## src/rtl/lock_pkg.sv

```systemverilog
// Shared types and constants for the keypad code-lock sequencer.
// Provides the FSM state enum, digit type, CANCEL key value and state_o codes.
package lock_pkg;

    typedef logic [3:0] digit_t;

    localparam digit_t CANCEL_DIGIT = 4'hF;

    typedef enum logic [2:0] {
        ST_IDLE     = 3'd0,
        ST_ENTRY    = 3'd1,
        ST_CHECK    = 3'd2,
        ST_UNLOCKED = 3'd3,
        ST_PROGRAM  = 3'd4,
        ST_LOCKOUT  = 3'd5
    } lock_state_t;

    // Encodings seen on state_o
    localparam logic [2:0] STATE_O_IDLE     = 3'd0;
    localparam logic [2:0] STATE_O_ENTRY    = 3'd1;
    localparam logic [2:0] STATE_O_CHECK    = 3'd2;
    localparam logic [2:0] STATE_O_UNLOCKED = 3'd3;
    localparam logic [2:0] STATE_O_PROGRAM  = 3'd4;
    localparam logic [2:0] STATE_O_LOCKOUT  = 3'd5;

    function automatic int unsigned max4(input int unsigned a,
                                         input int unsigned b,
                                         input int unsigned c,
                                         input int unsigned d);
        int unsigned m;
        m = a;
        if (b > m) m = b;
        if (c > m) m = c;
        if (d > m) m = d;
        return m;
    endfunction

endpackage

```

## src/rtl/lock_timer.sv

```systemverilog
// Shared down-counter for the lock sequencer's timed states.
// Ports: clk, rst (async active-low), load_i/load_val_i reload, expired_o when count is 0.
module lock_timer #(
    parameter int unsigned W = 12
) (
    input  logic         clk,
    input  logic         rst,
    input  logic         load_i,
    input  logic [W-1:0] load_val_i,
    output logic         expired_o
);

    logic [W-1:0] count_q;

    always_ff @(posedge clk or negedge rst) begin
        if (!rst) begin
            count_q <= '0;
        end else if (load_i) begin
            count_q <= load_val_i;
        end else if (count_q != '0) begin
            count_q <= count_q - W'(1);
        end
    end

    assign expired_o = (count_q == '0);

endmodule

```

## src/rtl/lock_sequencer.sv

```systemverilog
// Keypad code-lock control FSM: entry, compare, unlock hold, lockout, reprogram.
// Ports: clk, rst (async active-low), key_valid/key_digit, prog_req in;
//   unlock, locked_out, fail_pulse, prog_done, state_o out.
// Optional macro LOCK_AUDIT_EN adds fail_total[7:0], a saturating failure count.
module lock_sequencer
    import lock_pkg::*;
#(
    parameter int unsigned CODE_LEN          = 4,
    parameter int unsigned MAX_FAIL          = 3,
    parameter int unsigned LOCKOUT_CYC       = 1024,
    parameter int unsigned UNLOCK_CYC        = 256,
    parameter int unsigned ENTRY_TO_CYC      = 4096,
    parameter logic [CODE_LEN*4-1:0] DEFAULT_CODE = 16'h1234
) (
    input  logic       clk,
    input  logic       rst,
    input  logic       key_valid,
    input  logic [3:0] key_digit,
    input  logic       prog_req,
    output logic       unlock,
    output logic       locked_out,
    output logic       fail_pulse,
    output logic       prog_done,
    output logic [2:0] state_o
`ifdef LOCK_AUDIT_EN
    ,
    output logic [7:0] fail_total
`endif
);

    localparam int unsigned MAXD =
        max4(LOCKOUT_CYC, UNLOCK_CYC, ENTRY_TO_CYC, 2);
    localparam int unsigned TW   = $clog2(MAXD);
    localparam int unsigned IDX_W = $clog2(CODE_LEN);
    localparam int unsigned CW   = CODE_LEN * 4;

    // Timer is loaded with duration-1 so the state lasts exactly duration cycles
    localparam logic [TW-1:0] TO_V  = TW'(ENTRY_TO_CYC - 1);
    localparam logic [TW-1:0] UNL_V = TW'(UNLOCK_CYC - 1);
    localparam logic [TW-1:0] LCK_V = TW'(LOCKOUT_CYC - 1);

    localparam logic [IDX_W-1:0] LAST_IDX = IDX_W'(CODE_LEN - 1);
    localparam logic [3:0]       FMAX     = 4'(MAX_FAIL);

    lock_state_t      state_q, state_d;
    logic [CW-1:0]    code_q, code_d;
    logic [CW-1:0]    shadow_q, shadow_d;
    logic [IDX_W-1:0] idx_q, idx_d;
    logic             mis_q, mis_d;
    logic [3:0]       fcnt_q, fcnt_d;
    logic [3:0]       fcnt_inc;
    logic             unlock_q, locked_q, fail_q, done_q;
    logic             fail_d, done_d;
    logic             tmr_load;
    logic [TW-1:0]    tmr_val;
    logic             tmr_exp;
    digit_t           cur_digit;
    logic             is_digit;

    lock_timer #(.W(TW)) u_timer (
        .clk       (clk),
        .rst       (rst),
        .load_i    (tmr_load),
        .load_val_i(tmr_val),
        .expired_o (tmr_exp)
    );

    assign cur_digit = code_q[4*int'(idx_q) +: 4];
    assign is_digit  = key_valid && (key_digit != CANCEL_DIGIT);

    always_comb begin
        state_d  = state_q;
        code_d   = code_q;
        shadow_d = shadow_q;
        idx_d    = idx_q;
        mis_d    = mis_q;
        fcnt_d   = fcnt_q;
        fcnt_inc = (fcnt_q >= FMAX) ? FMAX : fcnt_q + 4'd1;
        fail_d   = 1'b0;
        done_d   = 1'b0;
        tmr_load = 1'b0;
        tmr_val  = TO_V;
        case (state_q)
            ST_IDLE: begin
                if (is_digit) begin
                    mis_d    = (key_digit != code_q[3:0]);
                    idx_d    = IDX_W'(1);
                    state_d  = ST_ENTRY;
                    tmr_load = 1'b1;
                end
            end
            ST_ENTRY: begin
                if (key_valid) begin
                    if (key_digit == CANCEL_DIGIT) begin
                        state_d = ST_IDLE;
                    end else begin
                        mis_d = mis_q | (key_digit != cur_digit);
                        if (idx_q == LAST_IDX) begin
                            state_d = ST_CHECK;
                        end else begin
                            idx_d    = idx_q + IDX_W'(1);
                            tmr_load = 1'b1;
                        end
                    end
                end else if (tmr_exp) begin
                    state_d = ST_IDLE;
                end
            end
            ST_CHECK: begin
                if (!mis_q) begin
                    fcnt_d   = 4'd0;
                    state_d  = ST_UNLOCKED;
                    tmr_load = 1'b1;
                    tmr_val  = UNL_V;
                end else begin
                    fail_d = 1'b1;
                    fcnt_d = fcnt_inc;
                    if (fcnt_inc == FMAX) begin
                        state_d  = ST_LOCKOUT;
                        tmr_load = 1'b1;
                        tmr_val  = LCK_V;
                    end else begin
                        state_d = ST_IDLE;
                    end
                end
            end
            ST_UNLOCKED: begin
                // Expiry has priority over a same-cycle prog_req
                if (tmr_exp) begin
                    state_d = ST_IDLE;
                end else if (prog_req) begin
                    state_d  = ST_PROGRAM;
                    idx_d    = '0;
                    tmr_load = 1'b1;
                end
            end
            ST_PROGRAM: begin
                if (key_valid) begin
                    if (key_digit == CANCEL_DIGIT) begin
                        state_d = ST_IDLE;
                    end else begin
                        shadow_d[4*int'(idx_q) +: 4] = key_digit;
                        if (idx_q == LAST_IDX) begin
                            // Whole code committed at once, never partially
                            code_d  = shadow_d;
                            done_d  = 1'b1;
                            state_d = ST_IDLE;
                        end else begin
                            idx_d    = idx_q + IDX_W'(1);
                            tmr_load = 1'b1;
                        end
                    end
                end else if (tmr_exp) begin
                    state_d = ST_IDLE;
                end
            end
            ST_LOCKOUT: begin
                if (tmr_exp) begin
                    fcnt_d  = 4'd0;
                    state_d = ST_IDLE;
                end
            end
            default: begin
                state_d = ST_IDLE;
            end
        endcase
    end

`ifdef LOCK_AUDIT_EN
    logic [7:0] ftot_q;
    always_ff @(posedge clk or negedge rst) begin
        if (!rst) begin
            ftot_q <= 8'd0;
        end else if (fail_d && ftot_q != 8'hFF) begin
            ftot_q <= ftot_q + 8'd1;
        end
    end
    assign fail_total = ftot_q;
`endif

    // Status outputs are registered from the current state, so they
    // trail state_o by one cycle but keep the exact hold lengths.
    always_ff @(posedge clk or negedge rst) begin
        if (!rst) begin
            state_q  <= ST_IDLE;
            code_q   <= DEFAULT_CODE;
            shadow_q <= '0;
            idx_q    <= '0;
            mis_q    <= 1'b0;
            fcnt_q   <= 4'd0;
            unlock_q <= 1'b0;
            locked_q <= 1'b0;
            fail_q   <= 1'b0;
            done_q   <= 1'b0;
        end else begin
            state_q  <= state_d;
            code_q   <= code_d;
            shadow_q <= shadow_d;
            idx_q    <= idx_d;
            mis_q    <= mis_d;
            fcnt_q   <= fcnt_d;
            unlock_q <= (state_q == ST_UNLOCKED) ||
                        (state_q == ST_PROGRAM);
            locked_q <= (state_q == ST_LOCKOUT);
            fail_q   <= fail_d;
            done_q   <= done_d;
        end
    end

    assign unlock     = unlock_q;
    assign locked_out = locked_q;
    assign fail_pulse = fail_q;
    assign prog_done  = done_q;
    assign state_o    = state_q;

endmodule

```

## config.mk

```make
export PLATFORM = sky130hd
export DESIGN_NAME = lock_sequencer
export DESIGN_NICKNAME = d
export VERILOG_FILES = /design/src/rtl/lock_pkg.sv /design/src/rtl/lock_timer.sv /design/src/rtl/lock_sequencer.sv
export SDC_FILE = /design/constraint.sdc
export NUM_CORES = 1
export LEC_CHECK = 0
export CAP_MARGIN = 20
export CORE_ASPECT_RATIO = 0.5
export CORE_MARGIN = 2
export CORE_UTILIZATION = 55
export DETAILED_ROUTE_END_ITERATION = 6
export HOLD_SLACK_MARGIN = 0.03
export PLACE_DENSITY = 0.74
export SYNTH_ARGS = -nofsm -noshare
export SYNTH_HDL_FRONTEND = slang
export SYNTH_SLANG_ARGS = --single-unit
```

## constraint.sdc

```tcl
create_clock -name clk -period 3.97 [get_ports clk]
set_input_delay 0.794 -clock clk [delete_from_list [all_inputs] [get_ports clk]]
set_output_delay 0.794 -clock clk [all_outputs]
set_load 0.005 [all_outputs]
```

==> summary.txt <==
Critical path
  • Critical path class: in2reg
  • CP bufs+invs: 1
  • Delay-heaviest family, CP: compound AO/OA/AOI/OAI gates
  • Critical path launch point type: input pin
  • Critical path's largest stage delay: 0.68 ns
  • Critical path, cell by cell: clkdlybuf4s50_1 > and4_4 > a2111oi_1 > a21oi_1 > a2111oi_0 > a21o_1
  • WP data required: between 4 and 5 ns
  • Arr. time, crit path: slightly below 3 ns
  • Critical Path End Type: flip-flop
  • Crit path max fanout: 12
  • CP max-delay cell: clkdlybuf4s50_1

Die
  • IO Pins: 15
  • Die area: 6570 um^2
  • Starting Density: just under 60%
  • Total core area: 5590 um^2
  • Die width: 113 um
  • Row count: 19
  • Die height: 58.3 um

Yosys
  • Count of cell types in the netlist: 60
  • Synth Register Bits: slightly below 60
  • Syn_nets: 336
  • Sequential element share of the synthesized area: 44.9%
  • Mapped Cells: 320
  • Async S/R FF share, synth: 100%
  • Ys Warns: 0
  • Cell area after synthesis: 3250 um^2
  • Adder-cell area share of the yosys netlist: 3.39%
  • Syn_area_per_cell: between 10 and 15 um^2
  • Largest family of logic cells by synthesized area: simple AND/OR/NAND/NOR gates
  • Post-Synth XOR/XNOR Area: 4.04%
  • Predominant post-synthesis flop cell: dfrtp_1
  • Post-synthesis simple-gate area fraction: 20.8%
  • Mux share of post-synthesis cell area: 3.70%
  • Post-synth EDFFs: 0
  • Synth Area in Compound Gates: 18.9%

Clock tree
  • Post-CTS Setup Bufs: 0
  • Clock Sinks: 58
  • CTS root buffer: clkbuf_16
  • CTS tree: yes
  • Later-pin clock latency in the skew report: 0.33 ns
  • Cts hold-fix bufs: 0
  • Reg clk slew, reported paths: 0.05 ns
  • CTS Buf Count: 9
  • Clock tree buffer depth: 2
  • Post-CTS Resized: 0
  • CTS H-Tree Depth: 3

Power
  • Power density cells: 607 nW/um^2
  • Pleak: 1.54 nW
  • Clock power share: 32.2%
  • Combinational Power Share: 30.9%
  • Int Power: around 1.5 mW
  • IR drop worst, VDD: 0.550 mV
  • Part of the power in registers: 36.9%
  • Switching share of total power: between 30 and 40%
  • Switch Pwr: 0.772 mW

Timing
  • Post-route setup TNS: 0 ns
  • Worst hold slack: 0.470 ns
  • Max Transition Viols Final: 0
  • Worst slew margin: between 40% and 50%
  • Final hold violations: 0
  • Crit share post-route: between 60 and 70%
  • Clock period minus worst slack: 2.63 ns
  • Max Clk Rate: 380 MHz
  • Clk_skew: 0.00744 ns
  • Least-Margin Pin Slew: 0.880 ns
  • RSZ-0062 raised after global routing: false
  • Endpoints failing setup: 0

GRT
  • Largest net degree at the start of global routing: 34
  • Initial antenna violation count: 0
  • First-pass GRT wire length: 12100 um
  • All-layer global routing usage: between 20 and 25%
  • Vias in the first global route: 2415
  • Gr ovfl total: 0

Placement
  • I/O Buffers: 14
  • Final GP Congestion: 0.810
  • DP HPWL: 4950 um

Final layout
  • Area Overhead vs Synth: 13.5%
  • Net count, final: about 350
  • Layout cells sized above 1: between 10% and 20%
  • Layout fillers: ~430
  • Area taken by multi-input logic gates: roughly 1700 um^2
  • Flip-flop and latch area: 1460 um^2
  • Diode count: 0

Drt
  • Drt total wl: ~7100 um
  • Vias per cell: 6.01
  • Iter 0 DRT Violations: roughly 220
  • Detailed-route DRC error count: 0
  • Post-route ant nets: 0
  • Via count: 2466
  • First-pass iteration count of the detailed router: 4
  • Routed len/inst: ~17 um

Worst hold path
  • Worst min path class: reg2reg

Status
  • Run status: complete, no violations

Flow run
  • Max-Cap Viols: 0
## routing by layer
layer  track usage (%)  vias to the layer above  share of wire (%)
li1                  -                     1181                  -
met1              30.5                     1235                 45
met2              40.0                       37                 49
met3              8.44                       13                4.1
met4              8.71                        0                1.6
met5                 0                        -                  0
## power groups by stage
stage / clock (mW) / sequential [mW] / combinational [mW]
5_1_grt: 0.763 / 0.844 / 0.770
3_5_place_dp: 0 / 0.833 / 0.683
2_1_floorplan: 0 / 0.770 / 0.566
3_3_place_gp: 0 / 0.826 / 0.652
4_1_cts: 0.733 / 0.824 / 0.693
6_report: 0.721 / 0.826 / 0.692
## registers in the layout, indices dropped and copies added, names as in the netlist
register / cells
code_q: 16
fail_pulse: 1
fcnt_q: 4
idx_q: 2
locked_out: 1
mis_q: 1
prog_done: 1
shadow_q: 16
state_o: 3
u_timer.count_q: 12
unlock: 1
## worst reg2reg max path: cells and delay by family (launching register included)
family	cells	cell delay, ns
flip-flops	1	0.68
AND/OR/NAND/NOR	1	0.65
adder cells (fa/ha/maj)	1	0.39
AO/OA/AOI/OAI	2	0.39
buffers and inverters	2	0.29
## path summary, 6_finish.rpt
kind / from / endpoint / slack, ns / cells after the start
worst max-delay path: key_digit[2] / idx_q[1]$_DFFE_PN0P_ / 1.34 / 6
worst min-delay path: code_q[4]$_DFFE_PN1P_ / code_q[4]$_DFFE_PN1P_ / 0.47 / 2
worst max register to register: idx_q[0]$_DFFE_PN0P_ / code_q[9]$_DFFE_PN1P_ / 1.49 / 6
worst min register to register: code_q[4]$_DFFE_PN1P_ / code_q[4]$_DFFE_PN1P_ / 0.47 / 2
max in group asynchronous: rst / code_q[5]$_DFFE_PN1P_ / 2.58 / 2
min in group asynchronous: rst / u_timer.count_q[4]$_DFFE_PN0P_ / 0.52 / 1
## layout by cell type (no fill, tap or decap), types with 3 or more instances in the layout
cell             instances
o21ai_0                  6
a21oi_1                 26
a211o_1                  3
xnor2_1                  6
o211ai_1                 3
nand2b_1                 6
and2_1                   3
buf_4                    3
o21ai_1                 16
dfstp_2                  5
clkbuf_8                 3
a2111oi_0                3
inv_1                    9
nor2_1                  10
a32o_1                  16
clkdlybuf4s50_1         13
ha_1                     8
nand3_1                  6
nand2_1                 44
mux4_2                   4
nor2b_1                 18
xor2_1                   9
mux2i_1                  3
clkbuf_16                9
nor3_1                   7
dfrtp_1                 53
## cells by family after synthesis
logic type | Yosys count
XOR/XNOR | 15
buffers and inverters | 26
AO/OA/AOI/OAI | 87
multiplexers | 7
AND/OR/NAND/NOR | 118
adder cells (fa/ha/maj) | 9
flip-flops | 58
## layout make-up
class	instances	share of cell area, %
Sequential cell	58	39.5
Inverter	10	1.02
Clock buffer	14	7.43
Timing Repair Buffer	17	4.28
Clock inverter	2	0.272
Tap cell	73	2.48
Multi-Input combinational cell	236	45.0
## through the flow
| stage | instances | worst slack [ns] | util [%] | area (um^2) | power (mW) |
|---|---|---|---|---|---|
| 3_5_place_dp | 394 | 0.991 | 60.9 | 3400 | 1.52 |
| 5_1_grt | 410 | 1.18 | 66.0 | 3690 | 2.38 |
| 6_report | 410 | 1.34 | 66.0 | 3690 | 2.24 |
| 3_3_place_gp | 394 | 1.10 | 60.9 | 3400 | 1.48 |
| 4_1_cts | 410 | 1.33 | 66.0 | 3690 | 2.25 |
| 2_1_floorplan | 320 | 1.98 | - | 3250 | 1.34 |
## Yosys cell counts (2+ instances only)
master / number / share of area [%]
clkbuf_1: 9 / 1.0
mux4_2: 4 / 2.8
nand2b_1: 6 / 1.2
nor2b_1: 18 / 3.5
nand4_1: 2 / 0.39
nor3_1: 7 / 1.1
o22ai_1: 2 / 0.39
xnor2_1: 6 / 1.6
a211o_1: 3 / 0.81
mux2i_1: 3 / 0.92
xor2_1: 9 / 2.4
o21ai_0: 6 / 0.92
or2b_2: 2 / 0.54
nor2_1: 10 / 1.2
buf_6: 3 / 1.0
a32o_1: 16 / 4.9
inv_1: 9 / 1.0
a2111oi_0: 3 / 0.81
dfrtp_1: 53 / 41
o32ai_1: 2 / 0.54
dfstp_2: 5 / 4.0
o211ai_1: 3 / 0.69
a21oi_1: 26 / 4.0
nand2_1: 44 / 5.1
nor4b_2: 2 / 0.92
ha_1: 8 / 3.1
and2_1: 3 / 0.58
nor4_1: 3 / 0.58
nand3_1: 6 / 0.92
o21ai_1: 16 / 2.5
a21o_1: 2 / 0.46
Power figures use the tool's default switching activity.
